File: config.mk
export PLATFORM = sky130hd
export DESIGN_NAME = except_ctrl_flat
export DESIGN_NICKNAME = d
export VERILOG_FILES = /design/src/rtl/except_ctrl_if.sv /design/src/rtl/except_ctrl.sv /design/src/flat_wrapper.sv
export SDC_FILE = /design/constraint.sdc
export NUM_CORES = 1
export LEC_CHECK = 0
export CAP_MARGIN = 20
export CORE_AREA = 3 3 113 115
export CTS_CLUSTER_SIZE = 12
export DETAILED_ROUTE_END_ITERATION = 8
export DIE_AREA = 0 0 116 118
export SYNTH_ARGS = -nofsm -noshare
export SYNTH_HDL_FRONTEND = slang
export SYNTH_SLANG_ARGS = --single-unit
export TNS_END_PERCENT = 20
File: constraint.sdc
create_clock -name clk -period 2.3 [get_ports clk]
set_input_delay 0.23 -clock clk [delete_from_list [all_inputs] [get_ports clk]]
set_output_delay 0.23 -clock clk [all_outputs]
set_load 0.03 [all_outputs]
File: src/rtl/except_ctrl_if.sv
// except_ctrl_if: MEM-stage exception controller bundle.
// Carries the MEM instruction, memory-busy, interrupt inputs, CP0 state,
// the except_req record to cp0 and the fetch redirect handshake.
// master = except_ctrl (producer), slave = pipeline/cp0 side.
interface except_ctrl_if;

  typedef struct packed {
    logic       bev;
    logic [7:0] im;
    logic       erl;
    logic       exl;
    logic       ie;
  } status_t;

  typedef struct packed {
    status_t     status;
    logic [7:0]  cause_ip;
    logic [31:0] epc;
    logic [31:0] error_epc;
  } cp0_regs_t;

  typedef struct packed {
    logic        valid;
    logic        eret;
    logic [4:0]  code;
    logic [31:0] pc;
    logic        delayslot;
    logic [31:0] extra;
  } except_req_t;

  logic        mem_valid;
  logic [31:0] mem_pc;
  logic        mem_delayslot;
  logic        mem_eret;
  logic [7:0]  mem_exc;
  logic [1:0]  mem_cpu_ce;
  logic [4:0]  mem_data_code;
  logic [31:0] mem_badvaddr;
  logic        mem_busy;
  logic [5:0]  ext_int;
  logic        timer_int;
  cp0_regs_t   cp0_regs;
  logic [7:0]  interrupt_flag;
  except_req_t except_req;
  logic        flush;
  logic        redirect_valid;
  logic [31:0] redirect_pc;
  logic        redirect_ready;

  modport master (
    input  mem_valid, mem_pc, mem_delayslot, mem_eret, mem_exc, mem_cpu_ce,
           mem_data_code, mem_badvaddr, mem_busy, ext_int, timer_int,
           cp0_regs, redirect_ready,
    output interrupt_flag, except_req, flush, redirect_valid, redirect_pc
  );

  modport slave (
    output mem_valid, mem_pc, mem_delayslot, mem_eret, mem_exc, mem_cpu_ce,
           mem_data_code, mem_badvaddr, mem_busy, ext_int, timer_int,
           cp0_regs, redirect_ready,
    input  interrupt_flag, except_req, flush, redirect_valid, redirect_pc
  );

endinterface

File: src/rtl/except_ctrl.sv
// except_ctrl: MEM-stage exception/interrupt controller.
// Picks the highest-priority interrupt/fault/ERET of the MEM instruction,
// issues a one-cycle except_req to cp0, flushes the pipeline, waits for
// outstanding memory ops to drain, then redirects fetch to the handler
// vector or the ERET return address.
// Optional build macro EXC_INT_SYNC_EN: passes ext_int through a 2-flop
// synchroniser before it reaches interrupt_flag (timer_int stays direct).
module except_ctrl #(
  parameter logic [31:0] RESET_VEC_BEV  = 32'hBFC00380,
  parameter logic [31:0] RESET_VEC_NORM = 32'h80000180
) (
  input logic         clk,
  input logic         rst,
  except_ctrl_if.master bus
);

  typedef enum logic [1:0] {IDLE, DRAIN, REDIRECT} state_t;

  state_t      state;
  state_t      next_state;
  logic [5:0]  ext_int_q;
  logic        int_pend;
  logic        trigger;
  logic [4:0]  code;
  logic        sel_eret;
  logic [31:0] extra;
  logic [31:0] target;
  logic [31:0] redirect_pc_q;

`ifdef EXC_INT_SYNC_EN
  logic [5:0] ext_sync1;
  logic [5:0] ext_sync2;

  // Two-flop synchroniser for the asynchronous external interrupt lines.
  always_ff @(posedge clk or posedge rst) begin
    if (rst) begin
      ext_sync1 <= '0;
      ext_sync2 <= '0;
    end else begin
      ext_sync1 <= bus.ext_int;
      ext_sync2 <= ext_sync1;
    end
  end

  assign ext_int_q = ext_sync2;
`else
  assign ext_int_q = bus.ext_int;
`endif

  assign bus.interrupt_flag = rst ? 8'h00
                                  : {ext_int_q[5] | bus.timer_int, ext_int_q[4:0], 2'b00};

  assign int_pend = bus.cp0_regs.status.ie & ~bus.cp0_regs.status.exl &
                    ~bus.cp0_regs.status.erl &
                    (|(bus.cp0_regs.cause_ip & bus.cp0_regs.status.im));

  assign trigger = ~rst && (state == IDLE) && bus.mem_valid &&
                   (int_pend || (|bus.mem_exc) || bus.mem_eret);

  // Priority encoder: interrupt first, then fetch faults, decode faults,
  // execute faults, data fault and finally ERET.
  always_comb begin
    code     = 5'd0;
    sel_eret = 1'b0;
    extra    = 32'h0;
    if (int_pend) begin
      code = 5'd0;
    end else if (bus.mem_exc[0]) begin
      code  = 5'd4;
      extra = bus.mem_badvaddr;
    end else if (bus.mem_exc[1]) begin
      code  = 5'd2;
      extra = bus.mem_badvaddr;
    end else if (bus.mem_exc[2]) begin
      code = 5'd10;
    end else if (bus.mem_exc[3]) begin
      code  = 5'd11;
      extra = {30'b0, bus.mem_cpu_ce};
    end else if (bus.mem_exc[4]) begin
      code = 5'd12;
    end else if (bus.mem_exc[5]) begin
      code = 5'd8;
    end else if (bus.mem_exc[6]) begin
      code = 5'd9;
    end else if (bus.mem_exc[7]) begin
      code  = bus.mem_data_code;
      extra = bus.mem_badvaddr;
    end else if (bus.mem_eret) begin
      sel_eret = 1'b1;
    end
  end

  // Redirect target: ERET return address or the exception handler vector.
  always_comb begin
    target = bus.cp0_regs.status.bev ? RESET_VEC_BEV : RESET_VEC_NORM;
    if (sel_eret) begin
      target = bus.cp0_regs.status.erl ? bus.cp0_regs.error_epc : bus.cp0_regs.epc;
    end
  end

  // One-cycle exception record towards cp0, only on the trigger cycle.
  always_comb begin
    bus.except_req = '0;
    if (trigger) begin
      bus.except_req.valid     = 1'b1;
      bus.except_req.eret      = sel_eret;
      bus.except_req.code      = code;
      bus.except_req.pc        = bus.mem_pc;
      bus.except_req.delayslot = bus.mem_delayslot;
      bus.except_req.extra     = extra;
    end
  end

  // State register plus the redirect target captured at the trigger.
  always_ff @(posedge clk or posedge rst) begin
    if (rst) begin
      state         <= IDLE;
      redirect_pc_q <= 32'h0;
    end else begin
      state <= next_state;
      if (trigger) begin
        redirect_pc_q <= target;
      end
    end
  end

  // Next-state logic: flush, drain memory, then hold redirect until accepted.
  always_comb begin
    next_state = state;
    case (state)
      IDLE:     if (trigger) next_state = DRAIN;
      DRAIN:    if (!bus.mem_busy) next_state = REDIRECT;
      REDIRECT: if (bus.redirect_ready) next_state = IDLE;
      default:  next_state = IDLE;
    endcase
  end

  assign bus.flush          = trigger || (state != IDLE);
  assign bus.redirect_valid = (state == REDIRECT);
  assign bus.redirect_pc    = redirect_pc_q;

endmodule

File: src/flat_wrapper.sv
// flat-port wrapper written by rule: the top's interface ports become plain ports
module except_ctrl_flat 
#(
  parameter logic [31:0] RESET_VEC_BEV  = 32'hBFC00380,
  parameter logic [31:0] RESET_VEC_NORM = 32'h80000180
)
  (clk, rst, bus_mem_valid, bus_mem_pc, bus_mem_delayslot, bus_mem_eret, bus_mem_exc, bus_mem_cpu_ce, bus_mem_data_code, bus_mem_badvaddr, bus_mem_busy, bus_ext_int, bus_timer_int, bus_cp0_regs, bus_redirect_ready, bus_interrupt_flag, bus_except_req, bus_flush, bus_redirect_valid, bus_redirect_pc);
  except_ctrl_if bus_i ();
  input logic clk;
  input logic rst;
  input wire logic [$bits(bus_i.mem_valid)-1:0] bus_mem_valid;
  input wire logic [$bits(bus_i.mem_pc)-1:0] bus_mem_pc;
  input wire logic [$bits(bus_i.mem_delayslot)-1:0] bus_mem_delayslot;
  input wire logic [$bits(bus_i.mem_eret)-1:0] bus_mem_eret;
  input wire logic [$bits(bus_i.mem_exc)-1:0] bus_mem_exc;
  input wire logic [$bits(bus_i.mem_cpu_ce)-1:0] bus_mem_cpu_ce;
  input wire logic [$bits(bus_i.mem_data_code)-1:0] bus_mem_data_code;
  input wire logic [$bits(bus_i.mem_badvaddr)-1:0] bus_mem_badvaddr;
  input wire logic [$bits(bus_i.mem_busy)-1:0] bus_mem_busy;
  input wire logic [$bits(bus_i.ext_int)-1:0] bus_ext_int;
  input wire logic [$bits(bus_i.timer_int)-1:0] bus_timer_int;
  input wire logic [$bits(bus_i.cp0_regs)-1:0] bus_cp0_regs;
  input wire logic [$bits(bus_i.redirect_ready)-1:0] bus_redirect_ready;
  output wire logic [$bits(bus_i.interrupt_flag)-1:0] bus_interrupt_flag;
  output wire logic [$bits(bus_i.except_req)-1:0] bus_except_req;
  output wire logic [$bits(bus_i.flush)-1:0] bus_flush;
  output wire logic [$bits(bus_i.redirect_valid)-1:0] bus_redirect_valid;
  output wire logic [$bits(bus_i.redirect_pc)-1:0] bus_redirect_pc;
  assign bus_i.mem_valid = bus_mem_valid;
  assign bus_i.mem_pc = bus_mem_pc;
  assign bus_i.mem_delayslot = bus_mem_delayslot;
  assign bus_i.mem_eret = bus_mem_eret;
  assign bus_i.mem_exc = bus_mem_exc;
  assign bus_i.mem_cpu_ce = bus_mem_cpu_ce;
  assign bus_i.mem_data_code = bus_mem_data_code;
  assign bus_i.mem_badvaddr = bus_mem_badvaddr;
  assign bus_i.mem_busy = bus_mem_busy;
  assign bus_i.ext_int = bus_ext_int;
  assign bus_i.timer_int = bus_timer_int;
  assign bus_i.cp0_regs = bus_cp0_regs;
  assign bus_i.redirect_ready = bus_redirect_ready;
  assign bus_interrupt_flag = bus_i.interrupt_flag;
  assign bus_except_req = bus_i.except_req;
  assign bus_flush = bus_i.flush;
  assign bus_redirect_valid = bus_i.redirect_valid;
  assign bus_redirect_pc = bus_i.redirect_pc;
  except_ctrl #(.RESET_VEC_BEV(RESET_VEC_BEV), .RESET_VEC_NORM(RESET_VEC_NORM)) u_core (.clk(clk), .rst(rst), .bus(bus_i));
endmodule
==> results.py, run 1 <==
metrics = {
    "worst_setup_path": {
        "setup.worst_path.end": "bus_flush",
        "max_stage_delay_ns": 0.40,
        "path_max_fanout": 6,
        "cp_common_cell": "buf_4",
        "critical-path-top-delay-family": "buffers and inverters",
        "criticalPathCategory": "input port to output port",
        "critical_path_required_ns": 2.07,
        "cp-startpoint": "bus_cp0_regs[66]",
        "arrival_ns": 2.10,
        "worstReg2RegStart": "u_core.state[0]",
        "cp.depth": 9,
        "cp_cell_sequence": "clkdlybuf4s50_1, a22oi_1, nand4_1, buf_4, a21oi_4, inv_4, buf_4, or3_4, buf_6",
        "r2r_cells": 7,
        "crit_slowest_cell": "clkdlybuf4s50_1",
        "r2r_slack_ns": 0.21,
        "cp-end-kind": "output port",
        "reg2reg_to": "u_core.bus.redirect_pc[24]",
        "cp_num_buf_inv": 5,
        "critPathLaunchType": "input port",
    },
    "synthesis": {
        "ys_types": 44,
        "synth-simple-area-share": 0.265,
        "synth_compound_area_frac": 0.185,
        "synth_seq_area_share": 0.359,
        "mappedNetlistArea_sq_um": 2370,
        "avgSynthCellArea_sq_um": 9.63,
        "ys_warn_count": 0,
        "synthesis.instances": 246,
        "synth_top_family_by_area": "simple AND/OR/NAND/NOR gates",
        "ys_ff_latch": 34,
        "yosys-top-cells-area": "dfrtp_1 (36%), and2_1 (17%), mux2i_1 (9.7%)",
        "yosys.area.top_type_share": 0.359,
        "post-synth-top-area-cell": "dfrtp_1",
        "synth_fa_ha_area_frac": 0,
        "synthMuxAreaShare": 0.140,
        "synth-xor-area-share": 0,
    },
    "detailed_routing": {
        "vias": 3131,
        "ant_nets": 0,
        "drtPass1Iterations": 4,
        "finalWirelength_um": 12300,
        "drtIter0Drc": 92,
        "remaining_drc_errors": 0,
        "vias_per_cell": 4.43,
        "post_drt_wl_per_cell_um": 17.3,
    },
    "global_routing": {
        "grt_pass1_vias": 3254,
        "grt_max_degree": 35,
        "grt_usage": 0.164,
        "grt_pass1_wl_um": 17800,
        "grt_antenna_before_repair": 0,
        "grt.overflow.total": 0,
    },
    "final_layout": {
        "syn2layout_area_growth_pct": 154,
        "final_util": 0.505,
        "n_antenna_cell": 0,
        "drive_gt1_frac": 0.298,
        "final_cell_mix": "clkdlybuf4s50_1 (205), buf_6 (60), buf_4 (43)",
        "final_common_cell": "clkdlybuf4s50_1",
        "num-nets-final": 736,
    },
    "timing": {
        "finalHoldViolCount": 0,
        "worst_pin_slew_ns": 0.876,
        "max_freq_mhz": 429,
        "fin_tns_setup_ns": -0.0363,
        "maxSlewHeadroom": 0.416,
        "setup_viol": 2,
        "rsz0062_at_grt": "true",
        "fin_hold_ws_ns": 0.243,
        "period_share": 1.01,
        "fin_ws_ns": -0.0311,
        "slew_violations": 0,
        "period_needed_ns": 2.33,
        "finClkSkew_ns": 0.00482,
    },
    "pwr": {
        "power.density_nw_per_um2": 513,
        "cellLeakagePower_nw": 2.62,
        "power_mw": 3.08,
        "ir_drop_mv": 0.293,
    },
    "die": {
        "io_pins": 291,
        "design.core.area_sq_um": 11900,
        "die-area_sq_um": 13700,
        "start_util": 0.199,
        "die_h_um": 118,
        "die_w_um": 116,
        "rows": 40,
    },
    "clock_tree": {
        "cts-root-buf": "clkbuf_16",
        "cts_sinks": 34,
        "cts.clk_slew.worst_paths_ns": 0.05,
        "cts_max_path_buffers": 2,
        "numCtsBuffers": 5,
        "htreeDepth": 2,
        "hold_buffers": 0,
        "cts_tree": "built",
        "worstSkewPairLatency_ns": 0.27,
    },
    "status": {
        "status": "finished with violations",
        "violations": "negative setup slack",
    },
    "job": {
        "cap_violations": 0,
    },
    "hold_path": {
        "hold_path.class": "input port to async pin",
    },
    "placement": {
        "hpwl_um": 9970,
        "place_congestion": 0.813,
        "portBuffers": 288,
        "place_ws_ns": -0.644,
    },
}
stage by stage:
step,instances,cell area (sq um)
6_report,707,6010
5_1_grt,707,6010
4_1_cts,705,5820
3_5_place_dp,691,5520
3_3_place_gp,691,5520
2_1_floorplan,247,2380
repair_timing:
action / CTS / global route
endpoints found under the setup margin: 73 / 69
gates resized for setup: 244 / 85
gates cloned: 1 / 0
pin swaps: 4 / 3
setup buffers: 5 / 4
synthesized netlist by cell type, drive strengths merged:
| cell type | instances |
|---|---|
| a2bb2oi | 3 |
| a22oi | 4 |
| nor4 | 1 |
| o22ai | 1 |
| o2111ai | 1 |
| o31a | 1 |
| or2 | 1 |
| a211oi | 2 |
| dfrtp | 34 |
| conb | 1 |
| nand2b | 2 |
| nor2b | 6 |
| clkbuf | 9 |
| or3b | 1 |
| mux2i | 23 |
| nand2 | 4 |
| a21oi | 3 |
| nand4 | 2 |
| nor3 | 5 |
| nor2 | 5 |
| o2bb2ai | 22 |
| o21ai | 4 |
| mux2 | 9 |
| a2111oi | 1 |
| nor4b | 1 |
| nand4b | 1 |
| inv | 5 |
| nor4bb | 1 |
| or4b | 1 |
| or4 | 2 |
| a221o | 9 |
| nand3 | 1 |
| buf | 11 |
| or3 | 1 |
| a21o | 1 |
| and4 | 1 |
| a31oi | 1 |
| nor3b | 2 |
| and2 | 63 |
flip-flops by register name, indices dropped and copies added (netlist names):
| register | cells |
|---|---|
| u_core.state | 2 |
| u_core.bus.redirect_pc | 32 |
cell type report:
type / instances / area [sq um]
Tap cell: 147 / 184
Fill cell: 1111 / 5900
Sequential cell: 34 / 851
Clock inverter: 2 / 60.1
Timing Repair Buffer: 325 / 3230
Multi-Input combinational cell: 188 / 1530
Inverter: 5 / 21.3
Clock buffer: 6 / 139
worst reg2reg max path, delay by kind of cell (launching register included):
family,cells,cell delay [ns]
AOI/OAI and AO/OA,2,0.93
DFF,1,0.39
buffers and inverters,3,0.40
and+or+nand+nor,2,0.32
per-layer routing:
metal	part of all wire	track usage	routed length (um)	vias to the layer above
met4	0.010	0.0283	128	0
met5	0	0	0	-
met1	0.37	0.193	4500	1469
met3	0.069	0.0308	847	8
li1	-	-	-	1516
met2	0.55	0.309	6790	138
where the power goes:
part           switching [mW]  total (mW)  internal (mW)  leakage [nW]
clock                   0.234       0.883          0.650        0.0971
sequential             0.0403       0.710          0.670         0.443
combinational           0.691        1.49          0.800          2.08
total                   0.965        3.08           2.12          2.62
worst min-delay path by stage:
stage,end
2_1_floorplan,u_core.state[1]
3_3_place_gp,u_core.bus.redirect_pc[17]
3_5_place_dp,u_core.bus.redirect_pc[5]
4_1_cts,u_core.bus.redirect_pc[5]
5_1_grt,u_core.state[1]
6_report,u_core.state[0]
cell families (layout without fill, tap and decap cells):
| family | after synthesis | in the layout |
|---|---|---|
| compound gates | 53 | 53 |
| flops | 34 | 34 |
| buf+inv | 25 | 338 |
| other cells | 1 | 2 |
| simple gates | 101 | 101 |
| mux | 32 | 32 |
Power figures use the tool's default switching activity.
==> run 2, diff against run 1 <==
--- a/config.mk
+++ b/config.mk
@@ -6,10 +6,12 @@
 export NUM_CORES = 1
 export LEC_CHECK = 0
 export CAP_MARGIN = 20
-export CORE_AREA = 3 3 113 115
+export CORE_AREA = 5 5 109 111
 export CTS_CLUSTER_SIZE = 12
 export DETAILED_ROUTE_END_ITERATION = 8
-export DIE_AREA = 0 0 116 118
+export DIE_AREA = 0 0 114 116
+export MAX_ROUTING_LAYER = met4
+export PLACE_DENSITY = 0.7
 export SYNTH_ARGS = -nofsm -noshare
 export SYNTH_HDL_FRONTEND = slang
 export SYNTH_SLANG_ARGS = --single-unit
==> results.py, run 2 (synthesis results as in run 1) <==
metrics = {
    "final_layout": {
        "n_antenna_cell": 0,
        "final_cell_mix": "clkdlybuf4s50_1 (206), buf_4 (66), and2_1 (45)",
        "final_common_cell": "clkdlybuf4s50_1",
        "fillers": 951,
        "drive_gt1_frac": 0.283,
        "finalNonFillerCells": 698,
        "num-nets-final": 734,
        "multi_input_area_sq_um": 1520,
        "largest_reg_flops": 32,
        "syn2layout_area_growth_pct": 148,
        "final_util": 0.548,
        "ff_latch_area_sq_um": 851,
    },
    "placement": {
        "placedCellCount": 685,
        "place_congestion": 0.893,
        "hpwl_um": 10900,
        "portBuffers": 288,
    },
    "worst_setup_path": {
        "arrival_ns": 2.15,
        "r2r_cells": 5,
        "cp_cell_sequence": "clkdlybuf4s50_1, a22oi_1, nand4_1, a211oi_4, buf_4, clkbuf_16, and2_1, buf_6",
        "cp_num_buf_inv": 4,
        "criticalPathCategory": "input port to output port",
        "crit_slowest_cell": "clkdlybuf4s50_1",
        "cp-end-kind": "output port",
        "critical_path_required_ns": 2.07,
        "critPathLaunchType": "input port",
        "critical-path-top-delay-family": "buffers and inverters",
        "max_stage_delay_ns": 0.42,
        "path_max_fanout": 13,
        "cp.depth": 8,
    },
    "timing": {
        "period_needed_ns": 2.38,
        "setup_viol": 22,
        "max_freq_mhz": 420,
        "finClkSkew_ns": 0.00873,
        "period_share": 1.04,
        "maxSlewHeadroom": 0.639,
        "slew_violations": 0,
        "rsz0062_at_grt": "true",
        "finalHoldViolCount": 0,
        "fin_ws_ns": -0.0836,
        "worst_pin_slew_ns": 0.541,
        "fin_tns_setup_ns": -1.32,
    },
    "clock_tree": {
        "cts_max_path_buffers": 2,
        "numCtsBuffers": 5,
        "cts_tree": "built",
        "cts.clk_slew.worst_paths_ns": 0.07,
        "cts-root-buf": "clkbuf_8",
        "worstSkewPairLatency_ns": 0.28,
        "cts_sinks": 34,
        "htreeDepth": 2,
    },
    "detailed_routing": {
        "ant_nets": 0,
        "post_drt_wl_per_cell_um": 18.9,
        "drtIter0Drc": 70,
        "vias_per_cell": 4.55,
        "remaining_drc_errors": 0,
        "vias": 3173,
        "drtPass1Iterations": 6,
        "finalWirelength_um": 13200,
    },
    "die": {
        "io_pins": 291,
        "die_h_um": 116,
        "die_w_um": 114,
        "design.core.area_sq_um": 10700,
        "start_util": 0.221,
        "die-area_sq_um": 13200,
        "rows": 38,
    },
    "job": {
        "cap_violations": 0,
    },
    "status": {
        "violations": "negative setup slack",
        "status": "finished with violations",
    },
    "pwr": {
        "ir_drop_mv": 0.201,
        "cellLeakagePower_nw": 2.55,
        "power.density_nw_per_um2": 450,
        "power_mw": 2.64,
    },
    "global_routing": {
        "grt_pass1_vias": 3288,
        "grt_antenna_before_repair": 0,
        "grt_usage": 0.188,
        "grt.overflow.total": 0,
        "grt_max_degree": 35,
        "grt_pass1_wl_um": 19000,
    },
    "hold_path": {
        "hold_path.class": "flip-flop to flip-flop",
        "worst_hold_path.num_cells": 1,
    },
}
## run 2: cell type report
type                    count  area share
clock buffers               6      0.0141
clock inverters             2     0.00213
repair buffers            323       0.546
multi-input cells         188       0.260
well taps                 140      0.0299
inverters                   5     0.00363
flip-flops and latches     34       0.145
## run 2: worst paths after layout
kind / endpoint / start / slack (ns)
hold reg to reg: u_core.bus.redirect_pc[2] / u_core.bus.redirect_pc[2] / 0.49
setup / recovery: bus_except_req[23] / bus_cp0_regs[64] / -0.08
hold / removal: u_core.bus.redirect_pc[2] / u_core.bus.redirect_pc[2] / 0.49
min in group asynchronous: u_core.state[1] / rst / 0.72
max in group asynchronous: u_core.bus.redirect_pc[24] / rst / 1.26
setup reg to reg: u_core.bus.redirect_pc[25] / u_core.state[1] / 0.35
## run 2: metrics by stage
step	setup WS (ns)	hold slack, ns	area, sq um
6_report	-0.0836	0.491	5860
5_1_grt	-0.144	0.509	5860
4_1_cts	-0.0251	0.492	5710
3_5_place_dp	-0.612	0.473	5550
3_3_place_gp	-0.578	0.472	5550
2_1_floorplan	-0.185	0.337	2380
## run 2: power by group
group	internal, mW	switching (mW)	leakage [nW]
Clock	0.241	0.217	0.0472
Combinational	0.776	0.699	2.06
Sequential	0.668	0.0413	0.443
Total	1.68	0.957	2.55
## run 2: what timing repair did
item                       in CTS  in global routing
gates resized for setup       227                 27
buffers inserted                0                  2
hold endpoints to repair        0                  0
pin swaps                       4                 11
gates cloned                    1                  2
hold buffers                    0                  0
setup endpoints to repair      63                 70
## run 2: routing by layer
metal	up-vias	track usage	share of wire
li1	1508	-	-
met1	1498	0.218	0.39
met2	155	0.328	0.51
met3	12	0.0585	0.091
met4	0	0.0269	0.011
met5	-	-	0
==> run 3, diff against run 2 <==
--- a/config.mk
+++ b/config.mk
@@ -6,12 +6,11 @@
 export NUM_CORES = 1
 export LEC_CHECK = 0
 export CAP_MARGIN = 20
-export CORE_AREA = 5 5 109 111
+export CORE_AREA = 2 2 112 114
 export CTS_CLUSTER_SIZE = 12
 export DETAILED_ROUTE_END_ITERATION = 8
 export DIE_AREA = 0 0 114 116
 export MAX_ROUTING_LAYER = met4
-export PLACE_DENSITY = 0.7
 export SYNTH_ARGS = -nofsm -noshare
 export SYNTH_HDL_FRONTEND = slang
 export SYNTH_SLANG_ARGS = --single-unit
==> results.py, run 3 (synthesis results as in run 1) <==
metrics = {
    "status": {
        "status": "complete, no violations",
    },
    "job": {
        "cap_violations": 0,
    },
    "hold_path": {
        "hold_path.class": "flip-flop to flip-flop",
        "hold_start": "u_core.bus.redirect_pc[3]",
        "worst_hold_path.num_cells": 1,
        "holdPathEnd": "u_core.bus.redirect_pc[3]",
    },
    "timing": {
        "period_needed_ns": 2.27,
        "worst_pin_slew_ns": 0.535,
        "finalHoldViolCount": 0,
        "rsz0062_at_grt": "true",
        "slew_violations": 0,
        "period_share": 0.988,
        "maxSlewHeadroom": 0.643,
        "setup_viol": 0,
        "max_freq_mhz": 440,
        "finClkSkew_ns": 0.00246,
    },
    "clock_tree": {
        "htreeDepth": 2,
        "cts_max_path_buffers": 2,
        "cts-root-buf": "clkbuf_16",
        "numCtsBuffers": 5,
        "worstSkewPairLatency_ns": 0.27,
        "hold_buffers": 0,
        "cts_tree": "built",
        "cts_sinks": 34,
        "cts.clk_slew.worst_paths_ns": 0.05,
    },
    "pwr": {
        "sequentialPowerShare": 0.255,
        "p_comb_frac": 0.511,
        "internal-power_mw": 1.85,
        "ir_drop_mv": 0.325,
        "power.density_nw_per_um2": 474,
        "cellLeakagePower_nw": 2.56,
        "power_switching_mw": 0.933,
        "p_sw_frac": 0.335,
        "clkPwrFrac": 0.234,
    },
    "detailed_routing": {
        "vias_per_cell": 4.41,
        "drtIter0Drc": 106,
        "ant_nets": 0,
        "finalWirelength_um": 11800,
        "vias": 3104,
        "drtPass1Iterations": 4,
        "remaining_drc_errors": 0,
        "post_drt_wl_per_cell_um": 16.7,
    },
    "worst_setup_path": {
        "path_max_fanout": 32,
        "worstReg2RegStart": "u_core.state[1]",
        "r2r_cells": 6,
        "cp.depth": 6,
        "criticalPathCategory": "flip-flop to output port",
        "critical-path-top-delay-family": "simple AND/OR/NAND/NOR gates",
        "max_stage_delay_ns": 0.56,
        "reg2reg_to": "u_core.bus.redirect_pc[24]",
        "cp_num_buf_inv": 3,
        "cp_cell_sequence": "or4b_4, buf_6, a211oi_4, buf_12, o2bb2ai_1, buf_4",
        "critical_path_required_ns": 2.07,
        "crit_slowest_cell": "or4b_4",
        "cp-end-kind": "output port",
        "arrival_ns": 2.04,
        "critPathLaunchType": "flip-flop",
        "r2r_slack_ns": 0.24,
    },
    "die": {
        "design.core.area_sq_um": 11900,
        "start_util": 0.199,
        "die-area_sq_um": 13200,
        "rows": 40,
        "die_w_um": 114,
        "die_h_um": 116,
        "io_pins": 291,
    },
    "global_routing": {
        "grt.overflow.total": 0,
        "grt_pass1_vias": 3080,
        "grt_max_degree": 35,
        "grt_usage": 0.169,
        "grt_pass1_wl_um": 17000,
        "grt_antenna_before_repair": 0,
    },
    "final_layout": {
        "n_antenna_cell": 0,
        "largest_reg_flops": 32,
        "final_cell_mix": "clkdlybuf4s50_1 (203), and2_1 (59), buf_4 (49)",
        "fillers": 1132,
        "multi_input_area_sq_um": 1500,
        "drive_gt1_frac": 0.260,
        "syn2layout_area_growth_pct": 148,
        "final_util": 0.493,
        "ff_latch_area_sq_um": 851,
        "final_common_cell": "clkdlybuf4s50_1",
        "num-nets-final": 733,
        "finalNonFillerCells": 704,
    },
    "placement": {
        "place_congestion": 0.795,
        "hpwl_um": 9780,
        "portBuffers": 288,
        "placedCellCount": 694,
    },
}
## run 3: cell count changes in the layout (fill, tap and decap cells not counted), moves of 4 or more
cell and change:
clkbuf_8 -5, and2_1 +14, buf_4 -17, a22oi_1 -4, a22oi_2 +4, buf_6 +17, and2_4 -14
## run 3: cell type report
type                       instances  area share
clock buffer                       7      0.0243
inverter                           5     0.00362
timing repair buffer             322       0.539
sequential                        34       0.145
multi-input combinational        188       0.256
clock inverter                     1    0.000853
tap                              147      0.0313
## run 3: worst max-delay path by stage
stage	startpoint	endpoint
final	u_core.state[1]	bus_except_req[1]
after global routing	u_core.state[1]	bus_except_req[1]
after CTS	u_core.state[1]	bus_except_req[64]
after detailed placement	bus_mem_exc[4]	bus_except_req[35]
after global placement	bus_mem_exc[4]	bus_except_req[35]
after floorplan	u_core.state[1]	bus_except_req[65]
## run 3: per-layer routing
layer | up-vias | GRT usage | part of all wire
li1 | 1509 | - | -
met1 | 1452 | 0.203 | 0.39
met2 | 139 | 0.305 | 0.54
met3 | 4 | 0.0288 | 0.068
met4 | 0 | 0.0244 | 0.0048
met5 | - | - | 0
## run 3: repair_timing
item / in CTS / in global routing
resized for setup: 198 / 75
pin swaps: 5 / 5
setup endpoints to repair: 70 / 69
setup buffers: 2 / 0
## run 3: power groups by stage
stage | logic (mW) | registers (mW) | clock network, mW
after floorplan | 0.496 | 0.845 | 0
after global placement | 1.37 | 0.714 | 0
after detailed placement | 1.37 | 0.717 | 0
after CTS | 1.37 | 0.708 | 0.671
after global routing | 1.50 | 0.720 | 0.705
final | 1.42 | 0.709 | 0.651
## run 3: stage by stage
stage	instance area [sq um]	hold WS (ns)	setup slack [ns]	TNS [ns]	total power [mW]
4_1_cts	5630	0.488	-0.0170	-0.145	2.75
3_3_place_gp	5540	0.473	-0.623	-20.38	2.08
5_1_grt	5870	0.506	-0.0499	-1.32	2.93
6_report	5870	0.483	0.0266	0	2.78
2_1_floorplan	2380	0.337	-0.185	-0.194	1.34
3_5_place_dp	5540	0.474	-0.637	-22.03	2.09
